<file path="src/rtl/timer_pkg.sv">
// Shared constants and types for the timer arbiter slice.
// Register indices, requester ids and the request bundle.
package timer_pkg;

  localparam int ABORT_W = 3;

  localparam logic [2:0] TMR_COUNT = 3'h0;
  localparam logic [2:0] TMR_LIMIT = 3'h1;
  localparam logic [2:0] TMR_CTRL  = 3'h3;
  localparam logic [2:0] TMR_CLR   = 3'h4;
  localparam logic [2:0] TMR_SET   = 3'h5;

  localparam logic REQ0 = 1'b0;
  localparam logic REQ1 = 1'b1;

  typedef enum logic {
    ARB_OPEN = 1'b0,
    ARB_LOCK = 1'b1
  } arb_state_t;

  typedef struct packed {
    logic        cs;
    logic        read;
    logic        write;
    logic [31:0] address;
    logic [1:0]  mode;
    logic [1:0]  size;
    logic [31:0] data;
  } tmr_req_t;

  // Writes to these registers claim the timer interrupt.
  function automatic logic is_own_reg(input logic [2:0] idx);
    return (idx == TMR_CTRL) ||
           (idx == TMR_CLR)  ||
           (idx == TMR_SET);
  endfunction

endpackage

</file>
<file path="src/rtl/rr_arb2.sv">
// Two-way round-robin grant with a stall lock.
// A stalled grant stays frozen until the slave accepts it.
module rr_arb2
  import timer_pkg::*;
(
  input  logic       clk,
  input  logic       reset,
  input  logic [1:0] req,
  input  logic       hold,
  output logic       gnt_vld,
  output logic       gnt_id,
  output logic       accept
);

  arb_state_t state_q;
  arb_state_t state_d;
  logic       lock_id_q;
  logic       prio_q;
  logic       lock_hit;
  logic       contest;

  // Grant selection: lock first, then pointer, then lone requester.
  always_comb begin
    lock_hit = (state_q == ARB_LOCK) && req[lock_id_q];
    contest  = &req;
    gnt_vld  = |req;
    gnt_id   = REQ0;
    unique case (1'b1)
      lock_hit:
        gnt_id = lock_id_q;
      !lock_hit && contest:
        gnt_id = prio_q;
      !lock_hit && (req == 2'b10):
        gnt_id = REQ1;
      default:
        gnt_id = REQ0;
    endcase
    accept  = gnt_vld && !hold;
    state_d = (gnt_vld && hold) ? ARB_LOCK
                                : ARB_OPEN;
  end

  // Lock state and frozen id follow the slave stall.
  always_ff @(posedge clk) begin
    if (reset) begin
      state_q   <= ARB_OPEN;
      lock_id_q <= REQ0;
    end else begin
      state_q <= state_d;
      if (gnt_vld && hold)
        lock_id_q <= gnt_id;
    end
  end

  // Pointer moves past the winner of an accepted contest only.
  always_ff @(posedge clk) begin
    if (reset)
      prio_q <= REQ0;
    else if (accept && contest)
      prio_q <= ~gnt_id;
  end

endmodule

</file>
<file path="src/rtl/timer_arbiter.sv">
// Two-requester front end for the shared general timer.
// Muxes requests, tags read returns and steers the irq.
module timer_arbiter
  import timer_pkg::*;
(
  input  logic               clk,
  input  logic               reset,

  input  logic               r0_cs_i,
  input  logic               r0_read_i,
  input  logic               r0_write_i,
  input  logic [31:0]        r0_address_i,
  input  logic [1:0]         r0_mode_i,
  input  logic [1:0]         r0_size_i,
  input  logic [31:0]        r0_data_i,
  output logic               r0_stall_o,
  output logic [ABORT_W-1:0] r0_abort_v_o,
  output logic [31:0]        r0_data_o,
  output logic               r0_ireq_o,

  input  logic               r1_cs_i,
  input  logic               r1_read_i,
  input  logic               r1_write_i,
  input  logic [31:0]        r1_address_i,
  input  logic [1:0]         r1_mode_i,
  input  logic [1:0]         r1_size_i,
  input  logic [31:0]        r1_data_i,
  output logic               r1_stall_o,
  output logic [ABORT_W-1:0] r1_abort_v_o,
  output logic [31:0]        r1_data_o,
  output logic               r1_ireq_o,

  output logic               t_cs_o,
  output logic               t_read_o,
  output logic               t_write_o,
  output logic [31:0]        t_address_o,
  output logic [1:0]         t_mode_o,
  output logic [1:0]         t_size_o,
  output logic [31:0]        t_data_o,
  input  logic               t_stall_i,
  input  logic [ABORT_W-1:0] t_abort_v_i,
  input  logic [31:0]        t_data_i,
  input  logic               t_ireq_i
);

  tmr_req_t req [2];
  tmr_req_t fwd;
  logic     gnt_vld;
  logic     gnt_id;
  logic     accept;
  logic     g0;
  logic     g1;
  logic     rd_pend;
  logic     rd_tag;
  logic     owner;

  // Bundle each requester's port signals.
  always_comb begin
    req[0] = {r0_cs_i, r0_read_i, r0_write_i,
              r0_address_i, r0_mode_i,
              r0_size_i, r0_data_i};
    req[1] = {r1_cs_i, r1_read_i, r1_write_i,
              r1_address_i, r1_mode_i,
              r1_size_i, r1_data_i};
  end

  rr_arb2 u_arb (
    .clk     (clk),
    .reset   (reset),
    .req     ({r1_cs_i, r0_cs_i}),
    .hold    (t_stall_i),
    .gnt_vld (gnt_vld),
    .gnt_id  (gnt_id),
    .accept  (accept)
  );

  // Forward the granted request, or an idle bus.
  always_comb begin
    fwd         = gnt_vld ? req[gnt_id] : '0;
    t_cs_o      = fwd.cs;
    t_read_o    = fwd.read;
    t_write_o   = fwd.write;
    t_address_o = fwd.address;
    t_mode_o    = fwd.mode;
    t_size_o    = fwd.size;
    t_data_o    = fwd.data;
  end

  // Stalls, aborts, read data and irq back to requesters.
  always_comb begin
    g0 = gnt_vld && (gnt_id == REQ0);
    g1 = gnt_vld && (gnt_id == REQ1);
    r0_stall_o   = r0_cs_i && (!g0 || t_stall_i);
    r1_stall_o   = r1_cs_i && (!g1 || t_stall_i);
    r0_abort_v_o = g0 ? t_abort_v_i : '0;
    r1_abort_v_o = g1 ? t_abort_v_i : '0;
    r0_data_o    = '0;
    r1_data_o    = '0;
    if (rd_pend && !reset) begin
      if (rd_tag == REQ0)
        r0_data_o = t_data_i;
      else
        r1_data_o = t_data_i;
    end
    r0_ireq_o = t_ireq_i && (owner == REQ0);
    r1_ireq_o = t_ireq_i && (owner == REQ1);
  end

  // Remember who issued the read so the return is steered.
  always_ff @(posedge clk) begin
    if (reset) begin
      rd_pend <= 1'b0;
      rd_tag  <= REQ0;
    end else begin
      rd_pend <= accept && fwd.read;
      if (accept && fwd.read)
        rd_tag <= gnt_id;
    end
  end

  // Last writer of a control register owns the interrupt.
  always_ff @(posedge clk) begin
    if (reset)
      owner <= REQ0;
    else if (accept && fwd.write &&
             is_own_reg(fwd.address[4:2]))
      owner <= gnt_id;
  end

endmodule
</file>
<file path="config.mk">
export PLATFORM = sky130hd
export DESIGN_NAME = timer_arbiter
export DESIGN_NICKNAME = d
export VERILOG_FILES = /design/src/rtl/timer_pkg.sv /design/src/rtl/rr_arb2.sv /design/src/rtl/timer_arbiter.sv
export SDC_FILE = /design/constraint.sdc
export NUM_CORES = 1
export LEC_CHECK = 0
export ABC_AREA = 1
export CORE_AREA = 2 2 126 128
export CTS_CLUSTER_SIZE = 30
export DETAILED_ROUTE_END_ITERATION = 8
export DIE_AREA = 0 0 128 130
export MAX_ROUTING_LAYER = met4
export SLEW_MARGIN = 25
export SYNTH_ARGS = -nofsm -noshare
export SYNTH_HDL_FRONTEND = slang
export SYNTH_SLANG_ARGS = --single-unit
</file>
<file path="constraint.sdc">
create_clock -name clk -period 1.61 [get_ports clk]
set_input_delay 0.4025 -clock clk [delete_from_list [all_inputs] [get_ports clk]]
set_output_delay 0.4025 -clock clk [all_outputs]
set_load 0.005 [all_outputs]
</file>
==> flow_metrics.py, run 1 <==
metrics = {
    "status": {
        "status": "finished, violations left",
        "violations": "negative setup slack",
    },
    "critical_path": {
        "cp.arrival_ns": 1.51,
        "slowest_delay_ns": 0.34,
        "cpMostUsedCell": "buf_6",
        "cp_max_fo": 5,
        "path_cells": "inv_2 -> nand2_2 -> nand3_4 -> nand2_8 -> buf_6 -> buf_8 -> buf_6 -> nand2_4 -> a21oi_2 -> buf_2",
        "cp-end-kind": "output pin",
        "crit_slowest_cell": "dfxtp_2",
        "crit_type": "register to output pin",
        "crit_required_ns": 1.21,
        "crit_path_start_kind": "register",
    },
    "clock_tree": {
        "ctsLongestPathBuffers": 2,
        "clock_sinks": 6,
        "root_buffer": "clkbuf_16",
        "cts-buffers-inserted": 3,
        "clk_pin_slew_worst_paths_ns": 0.03,
        "insertion_delay_ns": 0.22,
        "cts_tree": "built",
        "postCtsHoldBufs": 0,
        "h-tree-depth": 1,
    },
    "synthesis": {
        "netlist_area_um2": 1880,
        "syn_avg_cell_area_um2": 4.68,
        "synth.top_cell.area_share_pct": 29.8,
        "ys_types": 21,
        "syn_inst": 401,
        "ys_seq_elements": 6,
        "syn-num-nets": 582,
        "synthTopCellsByArea": "nand2_1, nand3_1, nor3_1",
        "yosysSeqAreaShare_pct": 6.40,
        "yosys.area.top_type": "nand2_1",
        "ys_warn_count": 0,
    },
    "placed_design": {
        "dpl_cell_area_um2": 5550,
        "io_buffers": 325,
        "routabilityCongestion": 0.816,
        "dp_hpwl_mm": 10.3,
        "place_inst": 919,
    },
    "routing": {
        "ant_nets": 0,
        "drt-wirelength-per-cell_um": 17.1,
        "drtIter0Drc": 90,
        "routed_wl_mm": 16.7,
        "drc": 0,
        "dr.pass1.iters": 4,
        "via_count": 4214,
        "vias_per_cell": 4.32,
    },
    "power_and_ir_drop": {
        "p_seq_share_pct": 6.9,
        "peakVddDrop_v": 0.000244,
        "power.density_nw_per_um2": 335,
        "intPower_w": 0.00154,
        "pwr-share-clk_pct": 16.3,
        "combPwrFrac_pct": 76.9,
        "switching_share_pct": 36.1,
        "power.switching_w": 0.000871,
        "p_leak_nw": 3.71,
    },
    "floorplan": {
        "die_w_um": 128,
        "dieArea_um2": 16600,
        "start_util_pct": 12.2,
        "core_region_area_um2": 15400,
        "num_rows": 46,
        "io_pins": 326,
        "fp.dieH_um": 130,
    },
    "grt": {
        "grt_pass1_wl_mm": 22.6,
        "grt_use_total_pct": 18.1,
        "grt_max_degree": 33,
        "use_met3_pct": 3.08,
        "grt_overflow_total": 0,
        "antenna_found_initial": 0,
        "met1_usage_pct": 22.3,
        "grt_pass1_vias": 4063,
        "grt_use_met2_pct": 30.6,
        "top_usage_layer": "met2",
    },
    "layout": {
        "area_growth_pct": 284,
        "drive_gt1_share_pct": 60.5,
        "final_cells": 975,
        "post-route-cell-area_um2": 7200,
        "fin_util_pct": 46.7,
        "nNetsFinal": 966,
        "antenna_cells": 0,
    },
    "sta": {
        "whs_ns": 0.451,
        "worstMarginPinSlew_ns": 0.265,
        "period_share_pct": 119,
        "finClkSkew_ns": 0.000345,
        "worst_slack_ns": -0.301,
        "hold_viol": 0,
        "setup_tns_ns": -18.76,
        "max_freq_mhz": 523,
        "maxSlewViolCount": 0,
        "rsz0062_at_grt": "true",
        "relSlewSlack_pct": 82.4,
        "setup_viol": 85,
        "layout_min_cycle_time_ns": 1.91,
    },
    "job": {
        "maxCapViolations": 0,
    },
    "worst_hold_path": {
        "hold_path.class": "primary input to register",
    },
}
-- registers in the layout, indices dropped and copies added (netlist names) --
name             count
u_arb.lock_id_q      1
rd_tag               1
rd_pend              1
u_arb.state_q        1
u_arb.prio_q         1
owner                1
-- Yosys cell counts, drive strengths merged --
| library cell | count |
|---|---|
| a21boi | 2 |
| a21oi | 5 |
| buf | 20 |
| clkbuf | 16 |
| dfxtp | 6 |
| inv | 43 |
| nand2 | 152 |
| nand3 | 76 |
| nor2 | 13 |
| nor3 | 65 |
| o21ai | 3 |
-- critical path, delay by kind of cell, from the launching register on --
| family | cells | cell delay [ns] |
|---|---|---|
| DFF | 1 | 0.34 |
| AOI/OAI and AO/OA | 1 | 0.10 |
| and+or+nand+nor | 4 | 0.33 |
| buffers and inverters | 5 | 0.52 |
-- path summary, 6_finish.rpt --
check | start | endpoint | slack [ns] | cells after the start
worst max-delay path | u_arb.state_q$_SDFF_PP0_ | t_write_o | -0.30 | 10
worst max register to register | u_arb.state_q$_SDFF_PP0_ | owner$_SDFFE_PP0P_ | -0.14 | 14
worst min-delay path | reset | u_arb.lock_id_q$_SDFFE_PP0P_ | 0.45 | 3
worst min register to register | u_arb.lock_id_q$_SDFFE_PP0P_ | u_arb.lock_id_q$_SDFFE_PP0P_ | 0.48 | 2
-- cells by family after synthesis --
group	count (synthesis)	synth area share [%]
and+or+nand+nor	306	72.3
buffers and inverters	79	18.4
DFF	6	6.40
AOI/OAI and AO/OA	10	2.93
-- power by group through the flow --
stage	Combinational (W)	Clock [W]	Sequential, W
3_5_place_dp	0.00138	0	0.000164
5_1_grt	0.00198	0.000409	0.000167
6_report	0.00185	0.000392	0.000166
2_1_floorplan	0.000402	0	0.000162
4_1_cts	0.00166	0.000399	0.000165
3_3_place_gp	0.00138	0	0.000164
-- layer usage --
layer / vias up / share of wire (%)
met5: - / 0
met4: 0 / 2.2
met3: 26 / 4.6
met2: 175 / 51
met1: 1946 / 42
li1: 2067 / -
-- through the flow --
| step | total power, W | setup WS [ns] |
|---|---|---|
| 6_report | 0.00241 | -0.301 |
| 5_1_grt | 0.00255 | -0.369 |
| 4_1_cts | 0.00223 | -0.392 |
| 3_5_place_dp | 0.00155 | -0.987 |
| 3_3_place_gp | 0.00155 | -0.988 |
| 2_1_floorplan | 0.000564 | 0.00896 |
-- cell usage in the layout (no fill, tap or decap) --
cell type and count:
o21ai_2 1, nand2_4 25, buf_6 35, nand3_1 18, nor3_4 10, nand2_2 43, clkdlybuf4s50_1 158, inv_12 1
buf_16 12, a21boi_2 1, buf_12 22, dfxtp_4 1, nor2_1 7, nor2_2 2, nand3_4 7, clkbuf_16 9
nand2_1 81, inv_6 1, bufbuf_16 1, dfxtp_2 4, buf_8 5, dlymetal6s2s_1 18, a21oi_1 4, nand2_8 4
a21oi_2 1, inv_4 1, nor3_2 47, dfxtp_1 1, inv_2 30, inv_1 10, clkbuf_2 1, a21boi_4 1
buf_4 25, nor2_4 4, buf_2 129, clkdlybuf4s15_1 1, nor3_1 8, nand3_2 51, o21ai_0 2, dlygate4sd2_1 1
-- final cells by class --
cell class	instances	area (µm²)
well taps	192	240
repair buffers	414	4090
inverters	43	181
flip-flops and latches	6	129
fillers	1533	8220
multi-input cells	317	2490
clock buffers	3	75.1
-- timing repair --
action,CTS,global route
endpoints found under the setup margin,148,145
gates resized for setup,748,242
gates cloned,18,9
hold endpoints to repair,0,0
pin swaps,48,87
setup buffers,38,4
Power figures use the tool's default switching activity.
==> run 2: changes to the inputs <==
--- a/config.mk
+++ b/config.mk
@@ -11,7 +11,7 @@
 export DETAILED_ROUTE_END_ITERATION = 8
 export DIE_AREA = 0 0 128 130
 export MAX_ROUTING_LAYER = met4
-export SLEW_MARGIN = 25
+export SLEW_MARGIN = 20
 export SYNTH_ARGS = -nofsm -noshare
 export SYNTH_HDL_FRONTEND = slang
 export SYNTH_SLANG_ARGS = --single-unit
==> results of run 2 <==
The final DEF is identical to that of run 1; final timing and power are the same.
